===== config.mk =====
export PLATFORM = sky130hd
export DESIGN_NAME = ff_bank_arbiter
export DESIGN_NICKNAME = d
export VERILOG_FILES = /design/src/rtl/ff_bank_arbiter.sv
export SDC_FILE = /design/constraint.sdc
export NUM_CORES = 1
export LEC_CHECK = 0
export ABC_AREA = 1
export BUFFER_PORTS_ARGS = -buffer_cell sky130_fd_sc_hd__buf_2
export CORE_MARGIN = 2
export CORE_UTILIZATION = 52
export DETAILED_ROUTE_END_ITERATION = 12
export GPL_TIMING_DRIVEN = 0
export HOLD_SLACK_MARGIN = 0.02
export PLACE_DENSITY_LB_ADDON = 0.12
export SYNTH_ARGS = -nofsm -noshare
export SYNTH_HDL_FRONTEND = slang
export SYNTH_SLANG_ARGS = --single-unit

===== constraint.sdc =====
create_clock -name Clock -period 2.6 [get_ports Clock]
set_clock_uncertainty 0.1 [all_clocks]
set_input_delay 0.26 -clock Clock [delete_from_list [all_inputs] [get_ports Clock]]
set_output_delay 0.26 -clock Clock [all_outputs]
set_load 0.03 [all_outputs]

===== src/rtl/ff_bank_arbiter.sv =====
// ff_bank_arbiter
// Round-robin arbiter and write sequencer that shares one external N-bit
// flip-flop register bank among REQ requesters. The winner's data is written
// to the bank and read back one cycle later. A mismatch triggers a retry,
// up to MAX_RETRY times. The requester then gets a one-cycle gnt, with err
// set when the write never verified.
//
// Ports:
//   Clock    - system clock, rising edge
//   Resetn   - synchronous, active-low reset
//   req      - per-requester write request (level)
//   wdata    - packed write data, requester i uses [i*N +: N]
//   gnt      - one-hot, one-cycle completion acknowledge
//   err      - valid with gnt, 1 = write failed after all retries
//   ff_d     - data to the bank D inputs (holds outside WRITE)
//   ff_load  - bank load enable, one-cycle pulse per write attempt
//   ff_q     - bank Q outputs (one cycle load-to-read latency)
//   busy     - high whenever not idle
//   owner    - index of the requester being served, 0 when idle
//   lock     - (only with FFARB_LOCK_EN) per-requester bank lock
//
// Optional feature macro: FFARB_LOCK_EN. When it is defined, a requester
// holding lock and req at DONE is served again directly, without a pass
// through IDLE and without advancing the round-robin pointer.

module ff_bank_arbiter #(
    parameter int N         = 2,
    parameter int REQ       = 4,
    parameter int MAX_RETRY = 2
) (
    input  logic             Clock,
    input  logic             Resetn,
    input  logic [REQ-1:0]   req,
    input  logic [REQ*N-1:0] wdata,
    output logic [REQ-1:0]   gnt,
    output logic             err,
    output logic [N-1:0]     ff_d,
    output logic             ff_load,
    input  logic [N-1:0]     ff_q,
    output logic             busy,
    output logic [2:0]       owner
`ifdef FFARB_LOCK_EN
    ,
    input  logic [REQ-1:0]   lock
`endif
);

    typedef enum logic [1:0] {IDLE, WRITE, VERIFY, DONE} state_t;

    state_t         state_reg;
    logic [2:0]     ptr_reg;
    logic [2:0]     owner_reg;
    logic [2:0]     retry_reg;
    logic [N-1:0]   data_reg;
    logic [N-1:0]   ff_d_reg;
    logic [REQ-1:0] gnt_reg;
    logic           err_reg;
    logic           ff_load_reg;
    logic           busy_reg;

    // Requester-indexed views padded to 8 entries, so a 3-bit index is always in range.
    logic [N-1:0]   slice [8];
    logic [7:0]     req_pad;
    logic [2:0]     pick_idx;
    logic [2:0]     scan_idx;
    logic [2:0]     ptr_next;
    logic [REQ-1:0] owner_onehot;
    logic           lock_hold;

    generate
        for (genvar gi = 0; gi < 8; gi++) begin : g_slice
            if (gi < REQ) begin : g_real
                assign slice[gi] = wdata[gi*N +: N];
            end else begin : g_none
                assign slice[gi] = '0;
            end
        end
    endgenerate

    assign req_pad      = 8'(req);
    assign ptr_next     = 3'((int'(owner_reg) + 1) % REQ);
    assign owner_onehot = REQ'(1) << owner_reg;

    // Scan from the farthest offset back to ptr itself, so the requester
    // closest to ptr (in wrap order) is the last one written and wins.
    always_comb begin
        pick_idx = '0;
        scan_idx = '0;
        for (int k = REQ - 1; k >= 0; k--) begin
            scan_idx = 3'((int'(ptr_reg) + k) % REQ);
            if (req_pad[scan_idx]) begin
                pick_idx = scan_idx;
            end
        end
    end

`ifdef FFARB_LOCK_EN
    logic [7:0] lock_pad;
    assign lock_pad  = 8'(lock);
    // A failed write always releases the bank, even if lock is held.
    assign lock_hold = lock_pad[owner_reg] && req_pad[owner_reg] && !err_reg;
`else
    assign lock_hold = 1'b0;
`endif

    always_ff @(posedge Clock) begin
        if (!Resetn) begin
            state_reg   <= IDLE;
            ptr_reg     <= '0;
            owner_reg   <= '0;
            retry_reg   <= '0;
            data_reg    <= '0;
            ff_d_reg    <= '0;
            gnt_reg     <= '0;
            err_reg     <= 1'b0;
            ff_load_reg <= 1'b0;
            busy_reg    <= 1'b0;
        end else begin
            // Pulse outputs default low; a state sets them for one cycle.
            ff_load_reg <= 1'b0;
            gnt_reg     <= '0;
            case (state_reg)
                IDLE: begin
                    if (req != '0) begin
                        owner_reg   <= pick_idx;
                        data_reg    <= slice[pick_idx];
                        ff_d_reg    <= slice[pick_idx];
                        ff_load_reg <= 1'b1;
                        retry_reg   <= '0;
                        busy_reg    <= 1'b1;
                        state_reg   <= WRITE;
                    end
                end
                WRITE: begin
                    state_reg <= VERIFY;
                end
                VERIFY: begin
                    if (ff_q == data_reg) begin
                        err_reg   <= 1'b0;
                        gnt_reg   <= owner_onehot;
                        state_reg <= DONE;
                    end else if (retry_reg < 3'(MAX_RETRY)) begin
                        retry_reg   <= retry_reg + 3'd1;
                        ff_d_reg    <= data_reg;
                        ff_load_reg <= 1'b1;
                        state_reg   <= WRITE;
                    end else begin
                        err_reg   <= 1'b1;
                        gnt_reg   <= owner_onehot;
                        state_reg <= DONE;
                    end
                end
                DONE: begin
                    err_reg <= 1'b0;
                    if (lock_hold) begin
                        // Same owner keeps the bank. Fresh data is captured now.
                        data_reg    <= slice[owner_reg];
                        ff_d_reg    <= slice[owner_reg];
                        ff_load_reg <= 1'b1;
                        retry_reg   <= '0;
                        state_reg   <= WRITE;
                    end else begin
                        ptr_reg   <= ptr_next;
                        owner_reg <= '0;
                        busy_reg  <= 1'b0;
                        state_reg <= IDLE;
                    end
                end
                default: begin
                    state_reg <= IDLE;
                end
            endcase
        end
    end

    assign gnt     = gnt_reg;
    assign err     = err_reg;
    assign ff_d    = ff_d_reg;
    assign ff_load = ff_load_reg;
    assign busy    = busy_reg;
    assign owner   = owner_reg;

endmodule

==> results of run 1 <==
-- where the power goes --
part           switching (mW)  internal, mW  total (mW)
Clock                  0.0886        0.0852       0.174
Sequential             0.0146         0.327       0.342
Combinational           0.131        0.0714       0.202
Total                   0.234         0.484       0.718
-- cell type report --
class / instances / area [sq um]
clock buffers: 4 / 36.3
inverters: 22 / 82.6
plain buffers: 2 / 18.8
well taps: 28 / 35.0
fillers: 215 / 795
flip-flops and latches: 20 / 400
multi-input cells: 110 / 651
repair buffers: 26 / 130
-- worst max path at each step --
stage / from / endpoint / cells after the start
5_1_grt: state_reg[1] / ff_d[1] / 7
3_5_place_dp: state_reg[1] / ff_d[0] / 7
2_1_floorplan: ptr_reg[0] / ff_d[0] / 10
3_3_place_gp: state_reg[1] / ff_d[1] / 7
6_report: state_reg[1] / ff_d[0] / 7
4_1_cts: state_reg[1] / ff_d[0] / 7
-- metal layers --
layer | vias to the layer above | global-route usage (%)
met5 | - | 0
met4 | 0 | 5.41
met3 | 2 | 3.51
met2 | 15 | 34.2
met1 | 452 | 21.8
li1 | 555 | -
-- stage by stage --
step                total power [mW]  worst slack (ps)  instance area [sq um]  utilization (%)  instances
floorplan                      0.500              1140                   1150                -        154
global placement               0.545               947                   1320             61.3        208
detailed placement             0.551               928                   1320             61.3        208
CTS                            0.726               896                   1350             63.0        212
global route                   0.761               745                   1350             63.0        212
finish                         0.718               897                   1350             63.0        212
-- worst max-delay path, delay by kind of cell (launching register included) --
kind,cells,cell delay [ps]
AOI/OAI and AO/OA,2,260
and+or+nand+nor,3,690
DFF,1,380
buffers and inverters,2,160
-- cell families (layout without fill, tap and decap cells) --
logic type	after synthesis	after routing
and+or+nand+nor	77	77
AOI/OAI and AO/OA	25	25
buffers and inverters	24	54
DFF	20	20
adders and majority gates	5	5
xor gates and xnor gates	2	2
other	1	1
-- synth_stat cells, types with 2 or more instances --
cell	instances	share of area, %
sky130_fd_sc_hd__nand3_2	2	1.7
sky130_fd_sc_hd__a21oi_2	2	1.5
sky130_fd_sc_hd__ha_1	5	5.4
sky130_fd_sc_hd__nand4_1	3	1.6
sky130_fd_sc_hd__inv_1	19	6.2
sky130_fd_sc_hd__nand3_4	2	3.0
sky130_fd_sc_hd__a21oi_1	9	3.9
sky130_fd_sc_hd__nand2_2	10	5.4
sky130_fd_sc_hd__o21ai_0	7	3.0
sky130_fd_sc_hd__inv_2	3	0.98
sky130_fd_sc_hd__xnor2_1	2	1.5
sky130_fd_sc_hd__dfxtp_1	20	35
sky130_fd_sc_hd__nand3_1	14	6.1
sky130_fd_sc_hd__nand2_1	31	10
sky130_fd_sc_hd__nand2_4	4	3.9
sky130_fd_sc_hd__o21ai_2	3	2.3
sky130_fd_sc_hd__nor2_1	10	3.3
sky130_fd_sc_hd__o31ai_1	2	1.3
==> results.md, run 1 <==
- Residual antenna-violating net count after detailed routing: 0
- Layout Nets: 206
- Total GRT Usage: 18.6%
- Maximum number of pins on one net before global-route repair: 12
- Min Clock Period, post-route: 1700 ps
- Number of buffers added on ports: 26
- Proportion of synthesized flip-flops having asynchronous set or reset: 0%
- CTS Root Buffer Type: sky130_fd_sc_hd__clkbuf_4
- Number of library cell types mapped by synthesis: 24
- Cell area power density: 530 nW/um^2
- Detailed Route WL: 2230 um
- Number of gates given a new drive strength after cts: 0
- H-tree depth reported by CTS: 1
- Met2 routed wirelength: 1100 um
- Final GP Congestion: 0.762
- Setup violation total in the final timing report: 0
- Tightest hold margin: 162 ps
- Number of sinks handled by clock tree synthesis: 20
- Leading cell type in the layout, fill and taps excluded: sky130_fd_sc_hd__nand2_1
- CP max stage delay: 380 ps
- #FFs+latches synth: 20
- Yosys warning count: 0
- Final antenna diode count: 0
- Detailed placement HPWL: 1840 um
- Floorplan die area: 2610 sq um
- Highest attainable clock frequency: 587 MHz
- Static leakage: 0.676 nW
- Adder-Cell Fraction of Synth Area: 5.43%
- Required time worst endpoint: 2690 ps
- DR vias: 1024
- Master of the slowest instance on the critical path: sky130_fd_sc_hd__dfxtp_1
- Total grt overflow: 0
- Post-CTS Setup Bufs: 0
- RSZ-0062 raised after global routing: false
- Xor and xnor area share after synthesis: 1.52%
- Register-to-register path setup slack: 900 ps
- Standard cell core area: 2150 sq um
- Routed wire length per instance: 10.5 um
- Critical path capture point type: flip-flop
- Maximum clock path buffer count: 2
- Average instance area after synthesis: 7.48 sq um
- Final-layout setup total negative slack: 0 ps
- Clock-pin slew reported for the worst setup and hold paths after clock tree synthesis: 110 ps
- Hold path cells: 3
- Via count of the first global-routing pass: 927
- Compound-cell area share of the yosys netlist: 13.5%
- Drt first pass iters: 4
- Hold/Removal Path Class: in2reg
- Most frequent cells in the layout: 31 x sky130_fd_sc_hd__nand2_1, 26 x sky130_fd_sc_hd__buf_2, 20 x sky130_fd_sc_hd__dfxtp_1, 19 x sky130_fd_sc_hd__inv_1, 14 x sky130_fd_sc_hd__nand3_1
- Dominant combinational cell family by area after synthesis: simple AND/OR/NAND/NOR gates
- Largest driver fanout on the critical path: 6
- DRC violation count after routing: 0
- Final critical-path share of the clock period: 65.5%
- Chip Width: 51.1 um
- Initial standard-cell utilization of the core: 53.6%
- Wire length of the first global-routing pass: 3670 um
- Max_cap viols: 0
- Post-synth top flop: sky130_fd_sc_hd__dfxtp_1
- Status: finished, final reports clean
- Worst path cell trace: inv_1, nor2_1, nand2_1, nand2_1, inv_1, o21ai_0, a21oi_2
- Worst Setup Path Type: reg2reg
- Category of the worst setup path launch point: flip-flop
- Simple-Gate Fraction of Synth Area: 35.7%
- Count of mapped cells out of synthesis: 154
- Worst ir drop on vdd: 355 uV
- Initial DRC count: 14
- Highest signal layer in the routed design: met4
- CTS tree: built
- Post-DR vias/cell: 4.83
- Number of top-level pins: 28
- Standard-cell row count: 17
- Synthesized area: 1150 sq um
- Number of antenna violations at the first check in global routing: 0
- Hold bufs inserted after CTS: 0
- Clock Latency Late Sink: 290 ps
- Met3 wirelength from detailed routing: 67 um
- Min-Delay Endpoint: state_reg[0]
- Flip-flop count of the largest register, all copies and words added: 4
- Height of the chip: 51.1 um
- Number of flops mapped to enable cells by yosys: 0
- Net Count, Synth: 175
- Count of pins over their slew limit: 0
- Data arrival at the endpoint of the critical path: 1790 ps
- Fraction of synthesized area in multiplexers: 0%
- Number of buffers added by the clock tree synthesis step: 3
- Fraction of layout cells with a size suffix above 1: 31.5%
- Register-to-Register Path Depth: 7
- DRT met1 WL: 1050 um
- Worst reg2reg path startpoint: state_reg[1]
- End of the worst register-to-register path: ff_d[0]
- Share of the yosys chip area belonging to registers: 34.7%
- Startpoint of the worst hold path: Resetn
- Endpoints failing hold: 0
- Area growth from synthesis to layout: 17.5%
(Power assumes the default switching activity.)
==> run 2: changes to the inputs <==
==> constraint.sdc (replaced) <==
create_clock -name Clock -period 1.75 [get_ports Clock]
set_clock_uncertainty 0.1 [all_clocks]
set_input_delay 0.175 -clock Clock [delete_from_list [all_inputs] [get_ports Clock]]
set_output_delay 0.175 -clock Clock [all_outputs]
set_load 0.03 [all_outputs]
==> results.md, run 2 (synthesis results as in run 1) <==
- Status: finished, final reports clean
- Initial DRC count: 15 (+1)
- Clk network pwr share: 24.1% (about the same)
- Final critical-path share of the clock period: 92.4% (+27 points)
- CP max stage delay: 340 ps (-40 ps)
- Global routing usage on met3: 3.51% (unchanged)
- CTS tree: built
- Register Area: 402 sq um (+0.31%)
- H-tree depth reported by CTS: 1 (unchanged)
- Largest driver fanout on the critical path: 5 (-1)
- Clock Latency Late Sink: 290 ps (about the same)
- Crit path setup slack, layout: 134 ps (-763 ps)
- Routed wire length per instance: 10.5 um (-0.36%)
- Max_cap viols: 0 (unchanged)
- Height of the chip: 51.1 um (unchanged)
- Final GP Congestion: 0.762 (unchanged)
- Final antenna diode count: 0 (unchanged)
- CTS Root Buffer Type: sky130_fd_sc_hd__clkbuf_4
- Hold/Removal Path Class: in2reg
- Cell area power density: 779 nW/um^2 (+47%)
- Maximum clock path buffer count: 2 (unchanged)
- Total placed cells including tap cells: 208 (unchanged)
- # fillers: 209 (-2.8%)
- Cell internal power dissipation: 0.722 mW (+49%)
- DR vias: 1039 (+1.5%)
- Highest attainable clock frequency: 619 MHz (+5.4%)
- Core utilization of the finished layout: 64.0% (+0.99 points)
- Area growth from synthesis to layout: 19.3%
- Static leakage: 0.686 nW (+1.5%)
- Number of top-level pins: 28 (unchanged)
- Global-route track usage on met2: 34.2% (unchanged)
- Number of buffers added on ports: 26 (unchanged)
- Share of total power in sequential cells: 47.5% (about the same)
- Number of sinks handled by clock tree synthesis: 20 (unchanged)
- Final-layout setup total negative slack: 0 ps (unchanged)
- Data arrival at the endpoint of the critical path: 1750 ps (-40 ps)
- Wire length of the first global-routing pass: 3670 um (unchanged)
- Worst Setup Path Type: reg2reg
- Global routing's busiest layer: met2
- Net switching power: 0.349 mW (+49%)
- Initial standard-cell utilization of the core: 53.6% (unchanged)
- Endpoints failing hold: 0 (unchanged)
- Detailed Route WL: 2240 um (+0.58%)
- Setup violation total in the final timing report: 0 (unchanged)
- Met1 layer usage reported by global route: 21.8% (unchanged)
- Clock-pin slew reported for the worst setup and hold paths after clock tree synthesis: 110 ps (about the same)
- Post-DR vias/cell: 4.86 (+0.52%)
- Floorplan die area: 2610 sq um (unchanged)
- Category of the worst setup path launch point: flip-flop
- Via count of the first global-routing pass: 927 (unchanged)
- Worst slack, placed: 77.5 ps (-850 ps)
- Total power after layout: 1.07 mW (+49%)
- Chip Width: 51.1 um (unchanged)
- Fraction of layout cells with a size suffix above 1: 33.9% (+2.3 points)
- RSZ-0062 raised after global routing: false
- Non-Filler Instances: 214 (+0.94%)
- Multi-input combinational cell area: 656 sq um (+0.77%)
- Total grt overflow: 0 (unchanged)
- Critical path capture point type: flip-flop
- Worst path cell trace: clkbuf_4, o21ai_2, nand2_2, nand3_4, nand3_4, nand2_4, nand2_1, nand3_1, nand3_1, a21oi_2
- Count of pins over their slew limit: 0 (unchanged)
- Min Clock Period, post-route: 1620 ps (-86.9 ps)
- Master of the slowest instance on the critical path: sky130_fd_sc_hd__dfxtp_2
- Layout Nets: 208 (+0.97%)
- Flip-flop count of the largest register, all copies and words added: 4 (unchanged)
- Residual antenna-violating net count after detailed routing: 0 (unchanged)
- Leading cell type in the layout, fill and taps excluded: sky130_fd_sc_hd__nand2_1
- Maximum number of pins on one net before global-route repair: 12 (unchanged)
- Most frequent cells in the layout: 30 x sky130_fd_sc_hd__nand2_1, 26 x sky130_fd_sc_hd__buf_2, 19 x sky130_fd_sc_hd__inv_1, 19 x sky130_fd_sc_hd__dfxtp_1, 14 x sky130_fd_sc_hd__nand3_1
- Number of buffers added by the clock tree synthesis step: 3 (unchanged)
- Standard-cell row count: 17 (unchanged)
- Standard cell core area: 2150 sq um (unchanged)
- Hold bufs inserted after CTS: 0 (unchanged)
- Number of antenna violations at the first check in global routing: 0 (unchanged)
- Required time worst endpoint: 1880 ps (-810 ps)
- Detailed placement HPWL: 1840 um (unchanged)
- Crit-path leading delay family: simple AND/OR/NAND/NOR gates
- Total GRT Usage: 18.6% (unchanged)
- Switching share of total power: 32.6% (about the same)
- Worst ir drop on vdd: 528 uV (+49%)
- Part of the total power dissipated in combinational logic: 28.4% (+0.2 points)
- DRC violation count after routing: 0 (unchanged)
- Buf+Inv Stages, Crit Path: 1 (-1)
- Drt first pass iters: 4 (unchanged)
[run 2: cell count changes in the layout (fill, tap and decap cells not counted)]
cell                       change
sky130_fd_sc_hd__buf_4         +1
sky130_fd_sc_hd__nor2_2        +1
sky130_fd_sc_hd__nand2_2       +1
sky130_fd_sc_hd__nand2_1       -1
sky130_fd_sc_hd__nor2_1        -1
sky130_fd_sc_hd__dfxtp_2       +1
sky130_fd_sc_hd__dfxtp_1       -1
sky130_fd_sc_hd__clkbuf_4      +1
[run 2: worst paths after layout]
kind | end | cells past startpoint | start | slack (ps)
max | ff_d[1] | 10 | ptr_reg[0] | 130
min | state_reg[0] | 3 | Resetn | 80
max reg2reg | ff_d[1] | 10 | ptr_reg[0] | 130
min reg2reg | busy | 2 | busy | 370
[run 2: layout make-up]
cell class              instances  share of cell area (%)
multi-input cells             110                    47.7
flip-flops and latches         20                    29.2
repair buffers                 28                    10.6
inverters                      22                    6.01
clock buffers                   4                    2.64
well taps                      28                    2.55
plain buffers                   2                    1.36
[run 2: what timing repair did]
item,CTS,global route
setup buffers,0,1
endpoints found under the setup margin,0,4
resized for setup,0,4
[run 2: routing by layer]
layer  share of wire, %  vias up  wire, um
li1                   -      562         -
met5                  0        -         0
met4               0.54        0        12
met1                 47      458      1040
met2                 49       17      1100
met3                3.8        2        85
[run 2: power by group through the flow]
stage / sequential (mW) / clock, mW / combinational [mW]
after floorplan: 0.548 / 0 / 0.196
after global placement: 0.516 / 0 / 0.293
after detailed placement: 0.519 / 0 / 0.300
after CTS: 0.508 / 0.268 / 0.302
after global routing: 0.512 / 0.282 / 0.341
final: 0.509 / 0.258 / 0.304
[run 2: worst register-to-register path: stages (launching register included)]
cell and delay (ps):
sky130_fd_sc_hd__dfxtp_2 340, sky130_fd_sc_hd__clkbuf_4 170, sky130_fd_sc_hd__o21ai_2 190, sky130_fd_sc_hd__nand2_2 100, sky130_fd_sc_hd__nand3_4 110, sky130_fd_sc_hd__nand3_4 100
sky130_fd_sc_hd__nand2_4 110, sky130_fd_sc_hd__nand2_1 50, sky130_fd_sc_hd__nand3_1 90, sky130_fd_sc_hd__nand3_1 90, sky130_fd_sc_hd__a21oi_2 120
[run 2: per-stage QoR]
| step | area [sq um] | hold slack [ps] |
|---|---|---|
| 6_report | 1380 | 76.1 |
| 5_1_grt | 1380 | 85.1 |
| 3_5_place_dp | 1320 | 356 |
| 4_1_cts | 1350 | 63.7 |
| 3_3_place_gp | 1320 | 357 |
| 2_1_floorplan | 1150 | 173 |
==> run 3: changes to the inputs <==
--- a/config.mk
+++ b/config.mk
@@ -13,6 +13,7 @@
 export GPL_TIMING_DRIVEN = 0
 export HOLD_SLACK_MARGIN = 0.02
 export PLACE_DENSITY_LB_ADDON = 0.12
+export SLEW_MARGIN = 20
 export SYNTH_ARGS = -nofsm -noshare
 export SYNTH_HDL_FRONTEND = slang
 export SYNTH_SLANG_ARGS = --single-unit
==> constraint.sdc (replaced) <==
create_clock -name Clock -period 1.8 [get_ports Clock]
set_clock_uncertainty 0.1 [all_clocks]
set_input_delay 0.18 -clock Clock [delete_from_list [all_inputs] [get_ports Clock]]
set_output_delay 0.18 -clock Clock [all_outputs]
set_load 0.03 [all_outputs]
==> results.md, run 3 (synthesis results as in run 1) <==
- Status: finished, final reports clean
- Final antenna diode count: 0 (unchanged)
- Cell area power density: 765 nW/um^2 (-1.8%)
- DR vias: 1047 (+0.77%)
- Number of buffers added by the clock tree synthesis step: 3 (unchanged)
- Final-layout setup total negative slack: 0 ps (unchanged)
- Max_cap viols: 0 (unchanged)
- Number of buffers added on ports: 26 (unchanged)
- Via count of the first global-routing pass: 927 (unchanged)
- Data arrival at the endpoint of the critical path: 1730 ps (-20 ps)
- Height of the chip: 51.1 um (unchanged)
- Highest signal layer in the routed design: met4
- Endpoints failing hold: 0 (unchanged)
- Number of sinks handled by clock tree synthesis: 20 (unchanged)
- Total grt overflow: 0 (unchanged)
- Highest attainable clock frequency: 610 MHz (-1.4%)
- Clock-pin slew reported for the worst setup and hold paths after clock tree synthesis: 110 ps (about the same)
- Initial DRC count: 14 (-1)
- Clock Latency Late Sink: 290 ps (about the same)
- Routed wire length per instance: 10.5 um (+0.31%)
- CTS Root Buffer Type: sky130_fd_sc_hd__clkbuf_4
- Wire length of the first global-routing pass: 3670 um (unchanged)
- Critical path capture point type: flip-flop
- Min Clock Period, post-route: 1640 ps (+23.3 ps)
- Category of the worst setup path launch point: flip-flop
- Residual antenna-violating net count after detailed routing: 0 (unchanged)
- H-tree depth reported by CTS: 1 (unchanged)
- Hold/Removal Path Class: in2reg
- Detailed placement HPWL: 1840 um (unchanged)
- Worst Setup Path Type: reg2reg
- Total GRT Usage: 18.6% (unchanged)
- Post-DR vias/cell: 4.94 (+1.7%)
- Standard-cell row count: 17 (unchanged)
- RSZ-0062 raised after global routing: false
- Placement Cell Area: 1320 sq um (unchanged)
- Number of antenna violations at the first check in global routing: 0 (unchanged)
- Met2 routed wirelength: 1100 um (+0.27%)
- Chip Width: 51.1 um (unchanged)
- Maximum number of pins on one net before global-route repair: 12 (unchanged)
- Initial standard-cell utilization of the core: 53.6% (unchanged)
- Largest driver fanout on the critical path: 6 (+1)
- Count of pins over their slew limit: 0 (unchanged)
- Number of gates given a new drive strength after cts: 0 (unchanged)
- Leading cell type in the layout, fill and taps excluded: sky130_fd_sc_hd__nand2_1
- Fraction of layout cells with a size suffix above 1: 32.1% (-1.8 points)
- Most frequent cells in the layout: 31 x sky130_fd_sc_hd__nand2_1, 26 x sky130_fd_sc_hd__buf_2, 20 x sky130_fd_sc_hd__dfxtp_1, 19 x sky130_fd_sc_hd__inv_1, 14 x sky130_fd_sc_hd__nand3_1
- Number of top-level pins: 28 (unchanged)
- DRC violation count after routing: 0 (unchanged)
- Final GP Congestion: 0.762 (unchanged)
- Total power after layout: 1.04 mW (-3.2%)
- Flip-flop count of the largest register, all copies and words added: 4 (unchanged)
- Detailed Route WL: 2230 um (-0.62%)
- Maximum clock path buffer count: 2 (unchanged)
- Required time worst endpoint: 1890 ps (about the same)
- Area growth from synthesis to layout: 17.7%
- Hold bufs inserted after CTS: 0 (unchanged)
- Final critical-path share of the clock period: 91.1% (-1.3 points)
- Setup violation total in the final timing report: 0 (unchanged)
- Final std cell area, no fill: 1360 sq um (-1.4%)
- Layout Nets: 206 (-0.96%)
- Floorplan die area: 2610 sq um (unchanged)
- Static leakage: 0.675 nW (-1.5%)
- Drt first pass iters: 4 (unchanged)
- DRT met1 WL: 1020 um (-2.7%)
- Standard cell core area: 2150 sq um (unchanged)
- Core utilization of the finished layout: 63.1% (-0.87 points)
- Post-CTS Setup Bufs: 0 (unchanged)
- Worst ir drop on vdd: 512 uV (-3.1%)
- CTS tree: built
- Met3 wirelength from detailed routing: 97 um (+14%)
## run 3: cell types whose count changed in the layout (fill, tap and decap cells not counted)
cell	change
sky130_fd_sc_hd__buf_4	-1
sky130_fd_sc_hd__clkbuf_4	-1
sky130_fd_sc_hd__dfxtp_1	+1
sky130_fd_sc_hd__dfxtp_2	-1
sky130_fd_sc_hd__nand2_1	+1
sky130_fd_sc_hd__nand2_2	-1
## run 3: path summary, 6_finish.rpt
| path | slack, ps | end | depth (start not counted) | from |
|---|---|---|---|---|
| max | 160 | ff_d[0] | 8 | data_reg[1] |
| min | 80 | state_reg[0] | 3 | Resetn |
| max reg2reg | 160 | ff_d[0] | 8 | data_reg[1] |
| min reg2reg | 370 | busy | 2 | busy |
## run 3: layout make-up
| class | instances | area, sq um |
|---|---|---|
| Buffer | 2 | 18.8 |
| Sequential cell | 20 | 400 |
| Clock buffer | 4 | 36.3 |
| Fill cell | 214 | 792 |
| Inverter | 22 | 82.6 |
| Tap cell | 28 | 35.0 |
| Timing Repair Buffer | 26 | 130 |
| Multi-Input combinational cell | 110 | 653 |
## run 3: per-stage QoR
| stage | hold slack (ps) | cells | setup WS, ps |
|---|---|---|---|
| floorplan | 178 | 154 | 340 |
| global placement | 357 | 208 | 147 |
| detailed placement | 356 | 208 | 128 |
| CTS | 68.7 | 212 | 96.2 |
| global route | 90.1 | 212 | 14.5 |
| finish | 79.0 | 212 | 161 |
## run 3: where the power goes
part | total (mW) | internal [mW] | switching [mW]
registers | 0.494 | 0.473 | 0.0215
clock network | 0.250 | 0.123 | 0.127
logic | 0.293 | 0.103 | 0.189
## run 3: metal layers
metal	track usage, %	vias to the layer above
li1	-	557
met1	21.8	467
met2	34.2	21
met3	3.51	2
met4	5.41	0
met5	0	-
## run 3: critical path, cell delays in order (launching register included)
cell and delay [ps]:
sky130_fd_sc_hd__dfxtp_1 390, sky130_fd_sc_hd__xnor2_1 130, sky130_fd_sc_hd__nand2_1 80, sky130_fd_sc_hd__nand2_1 150, sky130_fd_sc_hd__nand2_1 120, sky130_fd_sc_hd__nand2_1 190
sky130_fd_sc_hd__inv_1 100, sky130_fd_sc_hd__o21ai_0 220, sky130_fd_sc_hd__a21oi_2 50
